--- config.mk ---
export PLATFORM = sky130hd
export DESIGN_NAME = instr_fetch_unit
export DESIGN_NICKNAME = d
export VERILOG_FILES = /design/src/rtl/fetch_pkg.sv /design/src/rtl/fetch_fifo.sv /design/src/rtl/instr_fetch_unit.sv
export SDC_FILE = /design/constraint.sdc
export NUM_CORES = 1
export LEC_CHECK = 0
export CORE_MARGIN = 5
export CORE_UTILIZATION = 55
export DETAILED_ROUTE_END_ITERATION = 16
export GPL_TIMING_DRIVEN = 0
export MAX_ROUTING_LAYER = met4
export PLACE_DENSITY_LB_ADDON = 0.1
export SETUP_SLACK_MARGIN = 0.1
export SLEW_MARGIN = 10
export SYNTH_ARGS = -nofsm -noshare
export SYNTH_HDL_FRONTEND = slang
export SYNTH_HIERARCHICAL = 1
export SYNTH_SLANG_ARGS = --single-unit
export TNS_END_PERCENT = 50
--- constraint.sdc ---
create_clock -name clk -period 5.2 [get_ports clk]
set_input_delay 1.3 -clock clk [delete_from_list [all_inputs] [get_ports clk]]
set_output_delay 1.3 -clock clk [all_outputs]
set_load 0.01 [all_outputs]
--- src/rtl/fetch_pkg.sv ---
// Shared types and constants for the instruction fetch unit.
package fetch_pkg;
    typedef enum logic [1:0] {IDLE, FETCH, FULL} state_t;

    localparam int IMEM_AW  = 10;
    localparam int PC_WIDTH = IMEM_AW + 2;
    // Canonical NOP (addi x0,x0,0). inst_data is masked to zero when the FIFO
    // is empty, so decode must qualify with inst_valid rather than expect a NOP.
    localparam logic [31:0] INST_NOP = 32'h0000_0013;
endpackage

--- src/rtl/fetch_fifo.sv ---
// Synchronous prefetch FIFO; pointers carry an extra MSB to tell full from empty.
module fetch_fifo #(
    parameter int WIDTH = 44,
    parameter int DEPTH = 4
) (
    input  logic                     clk,
    input  logic                     rst_n,
    input  logic                     push,
    input  logic                     pop,
    input  logic                     flush,
    input  logic [WIDTH-1:0]         wdata,
    output logic [WIDTH-1:0]         rdata,
    output logic                     full,
    output logic                     empty,
    output logic [$clog2(DEPTH):0]   count
);
    localparam int AW = $clog2(DEPTH);

    logic [WIDTH-1:0] mem [DEPTH];
    logic [AW:0]      wr_ptr, rd_ptr;
    logic             do_push, do_pop;

    assign empty   = (wr_ptr == rd_ptr);
    assign full    = (wr_ptr[AW] != rd_ptr[AW]) && (wr_ptr[AW-1:0] == rd_ptr[AW-1:0]);
    assign count   = wr_ptr - rd_ptr;
    assign do_pop  = pop && !empty;
    assign do_push = push && (!full || do_pop);
    assign rdata   = mem[rd_ptr[AW-1:0]];

    always_ff @(posedge clk or negedge rst_n) begin
        if (!rst_n) begin
            wr_ptr <= '0;
            rd_ptr <= '0;
            for (int i = 0; i < DEPTH; i++) mem[i] <= '0;
        end else if (flush) begin
            wr_ptr <= '0;
            rd_ptr <= '0;
        end else begin
            if (do_push) begin
                mem[wr_ptr[AW-1:0]] <= wdata;
                wr_ptr <= wr_ptr + 1'b1;
            end
            if (do_pop) rd_ptr <= rd_ptr + 1'b1;
        end
    end
endmodule

--- src/rtl/instr_fetch_unit.sv ---
// Fetch sequencer: PC register, fetch FSM and redirect handling in front of a prefetch FIFO.
module instr_fetch_unit
    import fetch_pkg::*;
#(
    parameter int               ADDR_WIDTH = IMEM_AW,
    parameter int               DATA_WIDTH = 32,
    parameter int               FIFO_DEPTH = 4,
    parameter logic [ADDR_WIDTH+1:0] RESET_PC = '0
) (
    input  logic                          clk,
    input  logic                          rst_n,
    input  logic                          fetch_en,
    input  logic                          redirect_valid,
    input  logic [ADDR_WIDTH+1:0]         redirect_pc,
    output logic [ADDR_WIDTH-1:0]         imem_addr,
    input  logic [DATA_WIDTH-1:0]         imem_rdata,
    output logic                          inst_valid,
    input  logic                          inst_ready,
    output logic [DATA_WIDTH-1:0]         inst_data,
    output logic [ADDR_WIDTH+1:0]         inst_pc,
    output logic [$clog2(FIFO_DEPTH):0]   fifo_count
);
    localparam int PC_W = ADDR_WIDTH + 2;
    localparam int CW   = $clog2(FIFO_DEPTH) + 1;

    state_t                     state, state_nxt;
    logic [PC_W-1:0]            pc;
    logic                       push, pop, full, empty;
    logic [CW-1:0]              count_nxt;
    logic [DATA_WIDTH+PC_W-1:0] head;

    assign imem_addr  = pc[PC_W-1:2];
    assign inst_valid = !empty;
    assign pop        = inst_valid && inst_ready;
    // fetch_en gates the push directly so dropping it holds the PC on the very next edge.
    assign push       = fetch_en && !redirect_valid &&
                        ((state == FETCH) || (state == FULL && pop));
    assign inst_data  = empty ? '0 : head[DATA_WIDTH+PC_W-1:PC_W];
    assign inst_pc    = empty ? '0 : head[PC_W-1:0];

    fetch_fifo #(.WIDTH(DATA_WIDTH + PC_W), .DEPTH(FIFO_DEPTH)) u_fifo (
        .clk   (clk),
        .rst_n (rst_n),
        .push  (push),
        .pop   (pop),
        .flush (redirect_valid),
        .wdata ({imem_rdata, pc}),
        .rdata (head),
        .full  (full),
        .empty (empty),
        .count (fifo_count)
    );

    always_comb begin
        count_nxt = fifo_count + CW'(push) - CW'(pop);
        if (redirect_valid) count_nxt = '0;
        state_nxt = FETCH;
        if (!fetch_en)                             state_nxt = IDLE;
        else if (count_nxt == CW'(FIFO_DEPTH))     state_nxt = FULL;
    end

    always_ff @(posedge clk or negedge rst_n) begin
        if (!rst_n) begin
            state <= IDLE;
            pc    <= RESET_PC;
        end else begin
            state <= state_nxt;
            if (redirect_valid) pc <= redirect_pc & ~PC_W'(3);
            else if (push)      pc <= pc + PC_W'(4);
        end
    end

    logic unused_full;
    assign unused_full = full;
endmodule
Word level (Yosys, flattened, before mapping)
Index checks and enable logic that the tools add are counted.

Register bits: 196. Output and inout port bits: 58. Logic and storage cells: 60.

$add $sub $neg: 6. Order comparisons: 3. Equality and inequality tests: 6. Multiplexer cells: 17. Bitwise logic cells: 3. Reduce and logical (&&, ||, !) cells: 17.

Operator list (count): 176-bit bitwise mux (1); 44-bit two-way mux (3); 44-bit binary-select mux with 2-bit select (1); 44-bit demux with 2-bit select (1); 12-bit two-way mux (3); 32-bit two-way mux (1); 3-bit two-way mux (5); 12-bit by 3-bit adder with 12-bit output, second input constant (1); 1-bit logical AND (8); 3-bit by 1-bit adder with 3-bit output, second input constant (2); 3-bit >= comparator, second input constant (2); 2-bit inverter with 3-bit output (2); 2-bit nonzero test (3); 2-bit two-way mux (2); 3-bit by 1-bit adder with 3-bit output (1); 3-bit == test (1); 3-bit == test, second input constant (1); 1-bit zero test (3); 3-bit by 1-bit less-than comparator with 1-bit output, second input constant (1); 3-bit by 1-bit subtractor with 3-bit output (1); 3-bit subtractor (1); 2-bit by 1-bit == test with 1-bit output, second input constant (1); 2-bit == test (1); 2-bit == test, second input constant (1); 4 further kinds (5).

Longest topological paths before layout
Word-level depth: 12. Mapped depth: 18. Depth with buffers taken out: 16.

By module
The synthesis kept the hierarchy.

By module, submodules not included: fetch_fifo (instances 1, cells an instance 482, area an instance 8117.8 um^2, sequential area each 4554.4 um^2); instr_fetch_unit (instances 1, cells an instance 133, area an instance 1112.3 um^2, sequential area each 300.3 um^2).

Worst setup path before layout
OpenSTA, ideal clock, no wires.

Path kind: register to register. Start point: register u_fifo.rd_ptr[1]. End point: register state[1]. Arrival time: 3.695 ns. Data required time: 5.129 ns. Path slack: 1.433 ns. Cell stages (with the launch flop): 19. Path through: dfrtp_1 -> clkbuf_1 -> buf_1 -> inv_1 -> ha_1 -> nand2_1 -> nor2_1 -> clkbuf_1 -> clkbuf_1 -> nor2b_1 -> ha_1 -> inv_1 -> ha_1 -> inv_1 -> fa_1 -> xnor2_1 -> xnor2_1 -> nand3_1 -> nor2_1.

Longest elaborated chain between the ends: 12. Elaborated cells on any way between the ends: 13. Those cells by class: add/sub (3); eq/ne (2); mux (3); reduce/logical (5).

Ends and longest elaborated chain: start: declaration (line fetch_fifo.sv:20) `logic [AW:0] wr_ptr, rd_ptr;`; start signal: assignment (line fetch_fifo.sv:43) `if (do_pop) rd_ptr <= rd_ptr + 1'b1;`; 3-bit == test * (line fetch_fifo.sv:23) `assign empty = (wr_ptr == rd_ptr);`; net empty (line instr_fetch_unit.sv:28) `logic push, pop, full, empty;`; 1-bit zero test * (line instr_fetch_unit.sv:33) `assign inst_valid = !empty;`; 1-bit logical AND * (line instr_fetch_unit.sv:34) `assign pop = inst_valid && inst_ready;`; net pop (line instr_fetch_unit.sv:28); 1-bit logical AND (line instr_fetch_unit.sv:37) `((state == FETCH) || (state == FULL && pop));`; 1-bit logical OR (line instr_fetch_unit.sv:37); 1-bit logical AND (line instr_fetch_unit.sv:36) `assign push = fetch_en && !redirect_valid &&`; 3-bit by 1-bit adder with 3-bit output (line instr_fetch_unit.sv:55) `count_nxt = fifo_count + CW'(push) - CW'(pop);`; 3-bit by 1-bit subtractor with 3-bit output * (line instr_fetch_unit.sv:55); 3-bit two-way mux * (line instr_fetch_unit.sv:56) `if (redirect_valid) count_nxt = '0;`; 3-bit == test * (line instr_fetch_unit.sv:59) `else if (count_nxt == CW'(FIFO_DEPTH)) state_nxt = FULL;`; 2-bit two-way mux * (line instr_fetch_unit.sv:59); 2-bit two-way mux * (line instr_fetch_unit.sv:58) `if (!fetch_en) state_nxt = IDLE;`; net state_nxt[1] (line instr_fetch_unit.sv:26) `state_t state, state_nxt;`; end signal: assignment (line instr_fetch_unit.sv:67) `state <= state_nxt;`; end: declaration (line instr_fetch_unit.sv:26).

Mark *: on every way through the listed nets, which the timed path passes. The rest lies on a longest branch. A chain may end at the register's enable or synchronous reset.

Worst setup path after layout
Start point: register u_fifo.rd_ptr[1]. End point: output port inst_pc[1].

Elaborated cells on any way between the ends: 6. Those cells by class: eq/ne (1); mux (4); bitwise (1).

RTL lines: 3-bit == test (line fetch_fifo.sv:23); net empty (line instr_fetch_unit.sv:28); 12-bit two-way mux (line instr_fetch_unit.sv:39) `assign inst_pc = empty ? '0 : head[PC_W-1:0];`; end: declaration (line instr_fetch_unit.sv:20) `output logic [ADDR_WIDTH+1:0] inst_pc,`.

The timed path passes the listed nets, and every way through them passes these cells. The select of a mux whose other input is x is not followed.

==> results.rst <==
.. list-table::
   :header-rows: 1

   * - Metric
     - Value
   * - Final setup fails
     - 0
   * - Hold-fix buffers, CTS
     - 0
   * - TNS Setup
     - 0 ps
   * - Residual DRC count
     - 0
   * - Cell Area, Synth
     - roughly 0.0092 mm²
   * - Total core area
     - roughly 0.017 mm²
   * - Number of top-level pins
     - around 110
   * - Count of clock tree sinks
     - 194
   * - Filler Cells Inserted
     - about 1200
   * - Max-capacitance violation count
     - 0
   * - Starting DRT DRC Count
     - about 240
   * - Number of antenna violations at the first check in global routing
     - 0
   * - Sw Ratio
     - 0.254
   * - Overall power of the completed layout
     - roughly 4200 µW
   * - Most utilized layer in the global route result
     - met2
   * - Worst setup slack after placement
     - -204 ps
   * - Start of the worst register-to-register path
     - u_fifo/rd_ptr[1]
   * - Internal Power
     - roughly 3200 µW
   * - Detailed placer's ending HPWL
     - 12900 µm
   * - Master cell of the clock root buffer
     - clkbuf_16
   * - Pre-Repair DR Iteration Count
     - 5
   * - Post-route worst hold slack
     - roughly 480 ps
   * - Weighted congestion at the end of routability-driven global placement
     - approximately 0.81
   * - Synthesis-to-layout area growth
     - 21.1%
   * - Die height
     - about 140 µm
   * - Number of cells after detailed placement
     - ~950
   * - Effective utilization at floorplan
     - 0.558
   * - Die Span X
     - between 100 and 150 µm
   * - Final std cells w/o fill
     - just under 1000
   * - Global-route congestion overflow total
     - 0
   * - Top fanout value on the critical path
     - 10
   * - TritonCTS clock tree
     - done
   * - Total Nets Final
     - approximately 810
   * - Total Wirelength
     - approximately 19000 µm
   * - Crit path time final
     - 4770 ps
   * - Fraction of layout instances using a drive strength above 1
     - 0.345
   * - Worst min-delay path startpoint
     - u_fifo/mem[77]
   * - Run status
     - finished clean
   * - Quantity of I/O buffers inserted on ports
     - approximately 100
   * - Timing startpoint of the critical path
     - u_fifo/rd_ptr[1]
   * - Maximum level of the CTS H-tree
     - 4
   * - FMAX
     - approximately 210 MHz
   * - Largest buffer count on any clock path
     - 2
   * - Kind of start point of the critical path
     - flip-flop
   * - Worst-path clk slew
     - about 60 ps
   * - NetSw
     - around 1100 µW
   * - Met1 demand-to-capacity share in global routing
     - 0.273
   * - Class of the tightest hold or removal check
     - reg2reg
   * - First-pass GRT wire length
     - 32000 µm
   * - Avg Inst Size Synth
     - 15.0 µm²
   * - Post-CTS setup buffers
     - 0
   * - Sequential fraction of design power
     - 0.459
   * - Total via count in the routed design
     - 5488
   * - Routed Antenna Nets
     - 0
   * - Clk Latency, worst-skew pair
     - approximately 420 ps
   * - Part of the cycle the worst path needs
     - 0.916
   * - Slew margin rel.
     - 0.551
   * - Met2 routing resource usage after global routing
     - 0.350
   * - Number of global-route vias before repair
     - between 6000 and 7000
   * - Routing usage on met3
     - 0.0364
   * - Total global-route track usage
     - 0.212
   * - Rows
     - 47
   * - Critical path required time
     - roughly 3900 ps
   * - Arrival time reported for the critical path endpoint
     - 3470 ps
   * - RSZ-0062 raised after global routing
     - no
   * - Final number of max-transition violations
     - 0
   * - Count of final hold-check violations
     - 0
   * - Pin count of the biggest net entering global routing
     - ~120
   * - Worst IR drop on VDD
     - 247 µV
   * - Clock network fraction of design power
     - 0.300
   * - Number of standard cells after synthesis
     - roughly 600
   * - Drt via density
     - roughly 5.6
   * - Static leakage
     - 0.00500 µW
   * - Combinational share of power
     - 0.241
   * - Ant. Diodes
     - 0
   * - Number of warnings reported in the yosys synthesis log
     - 6
   * - WL per Instance
     - between 15 and 20 µm
   * - Capturing element type of the critical path
     - output pin
   * - Critical Setup Path Class
     - reg2out
   * - Least setup slack across all paths after layout
     - roughly 430 ps
   * - Power density of the placed cells
     - 379 mW/mm²
   * - Worst slew pin tran
     - 674 ps
   * - Die Footprint
     - 0.0195 mm²
   * - TritonCTS Buffers
     - 17
   * - Clock tree skew after final layout
     - 5.22 ps
## metrics by stage
step | utilization | instance area [µm²]
2_1_floorplan | - | 9250
3_3_place_gp | 0.639 | 10600
3_5_place_dp | 0.641 | 10600
4_1_cts | 0.676 | 11200
5_1_grt | 0.676 | 11200
6_report | 0.676 | 11200
## flip-flops by register name (all words and copies together) (netlist names)
signal         flops
u_fifo/wr_ptr      3
u_fifo/mem       176
pc                10
state              2
u_fifo/rd_ptr      3
## per-layer routing
layer,vias to the layer above,share of wire
met1,2886,0.44
met2,100,0.51
li1,2484,-
met4,0,0.012
met3,18,0.033
met5,-,0
## critical path: stages, from the launching register on
cell and delay [ps]:
dfrtp_1 420, clkbuf_2 280, buf_2 330, inv_1 110, ha_1 300, nand2_1 100
nor2_2 220, clkbuf_2 320, clkbuf_2 330, nor2b_1 130, clkdlybuf4s50_1 500
## final timing paths
path / slack (ps) / endpoint / cells after the start
worst min register to register: 480 / u_fifo/mem[77] / 1
min in group asynchronous: 850 / pc[9] / 1
worst min-delay path: 480 / u_fifo/mem[77] / 1
worst max register to register: 800 / u_fifo/mem[127] / 14
max in group asynchronous: 3360 / u_fifo/mem[74] / 2
worst max-delay path: 430 / inst_pc[1] / 10
## cell type report
type                       count  area [µm²]  area share
clock inverter                11         111     0.00997
clock buffer                  20         457      0.0409
tap                          220         275      0.0246
inverter                      12        45.0     0.00403
sequential                   194        4850       0.435
multi-input combinational    377        4120       0.369
timing repair buffer         104        1060      0.0952
buffer                        38         240      0.0215
## layout by cell type (no fill, tap or decap), types with 2 or more instances in the layout
cell and n:
fa_1 2, nand4_1 6, nand3b_1 3, mux2_2 142, o21ai_1 6, nor2_1 6
a211oi_2 5, conb_1 8, clkbuf_16 17, clkdlybuf4s50_1 102, buf_2 9, buf_6 4
nor2b_1 49, xor2_1 5, dfrtp_1 194, bufinv_16 2, inv_1 12, o2111ai_1 2
nand3_1 2, mux4_2 44, mux2_1 41, xnor2_1 7, a21oi_2 3, clkinv_2 7
clkbuf_2 6, clkbuf_1 6, clkbuf_8 2, a21oi_1 3, nand2_1 13, ha_1 10
buf_4 13
## power groups by stage
stage                     logic [µW]  clock network [µW]  registers [µW]
after floorplan                  674                   0            1910
after global placement          1000                   0            1950
after detailed placement        1030                   0            1970
after CTS                       1040                1300            1940
after global routing            1120                1360            1980
final                           1020                1270            1940
## timing repair
item,CTS,global route
pin swaps,0,0
endpoints found under the hold margin,0,0
gates resized for setup,7,1
endpoints found under the setup margin,47,8
No activity file was read; power rests on OpenSTA's default activity.
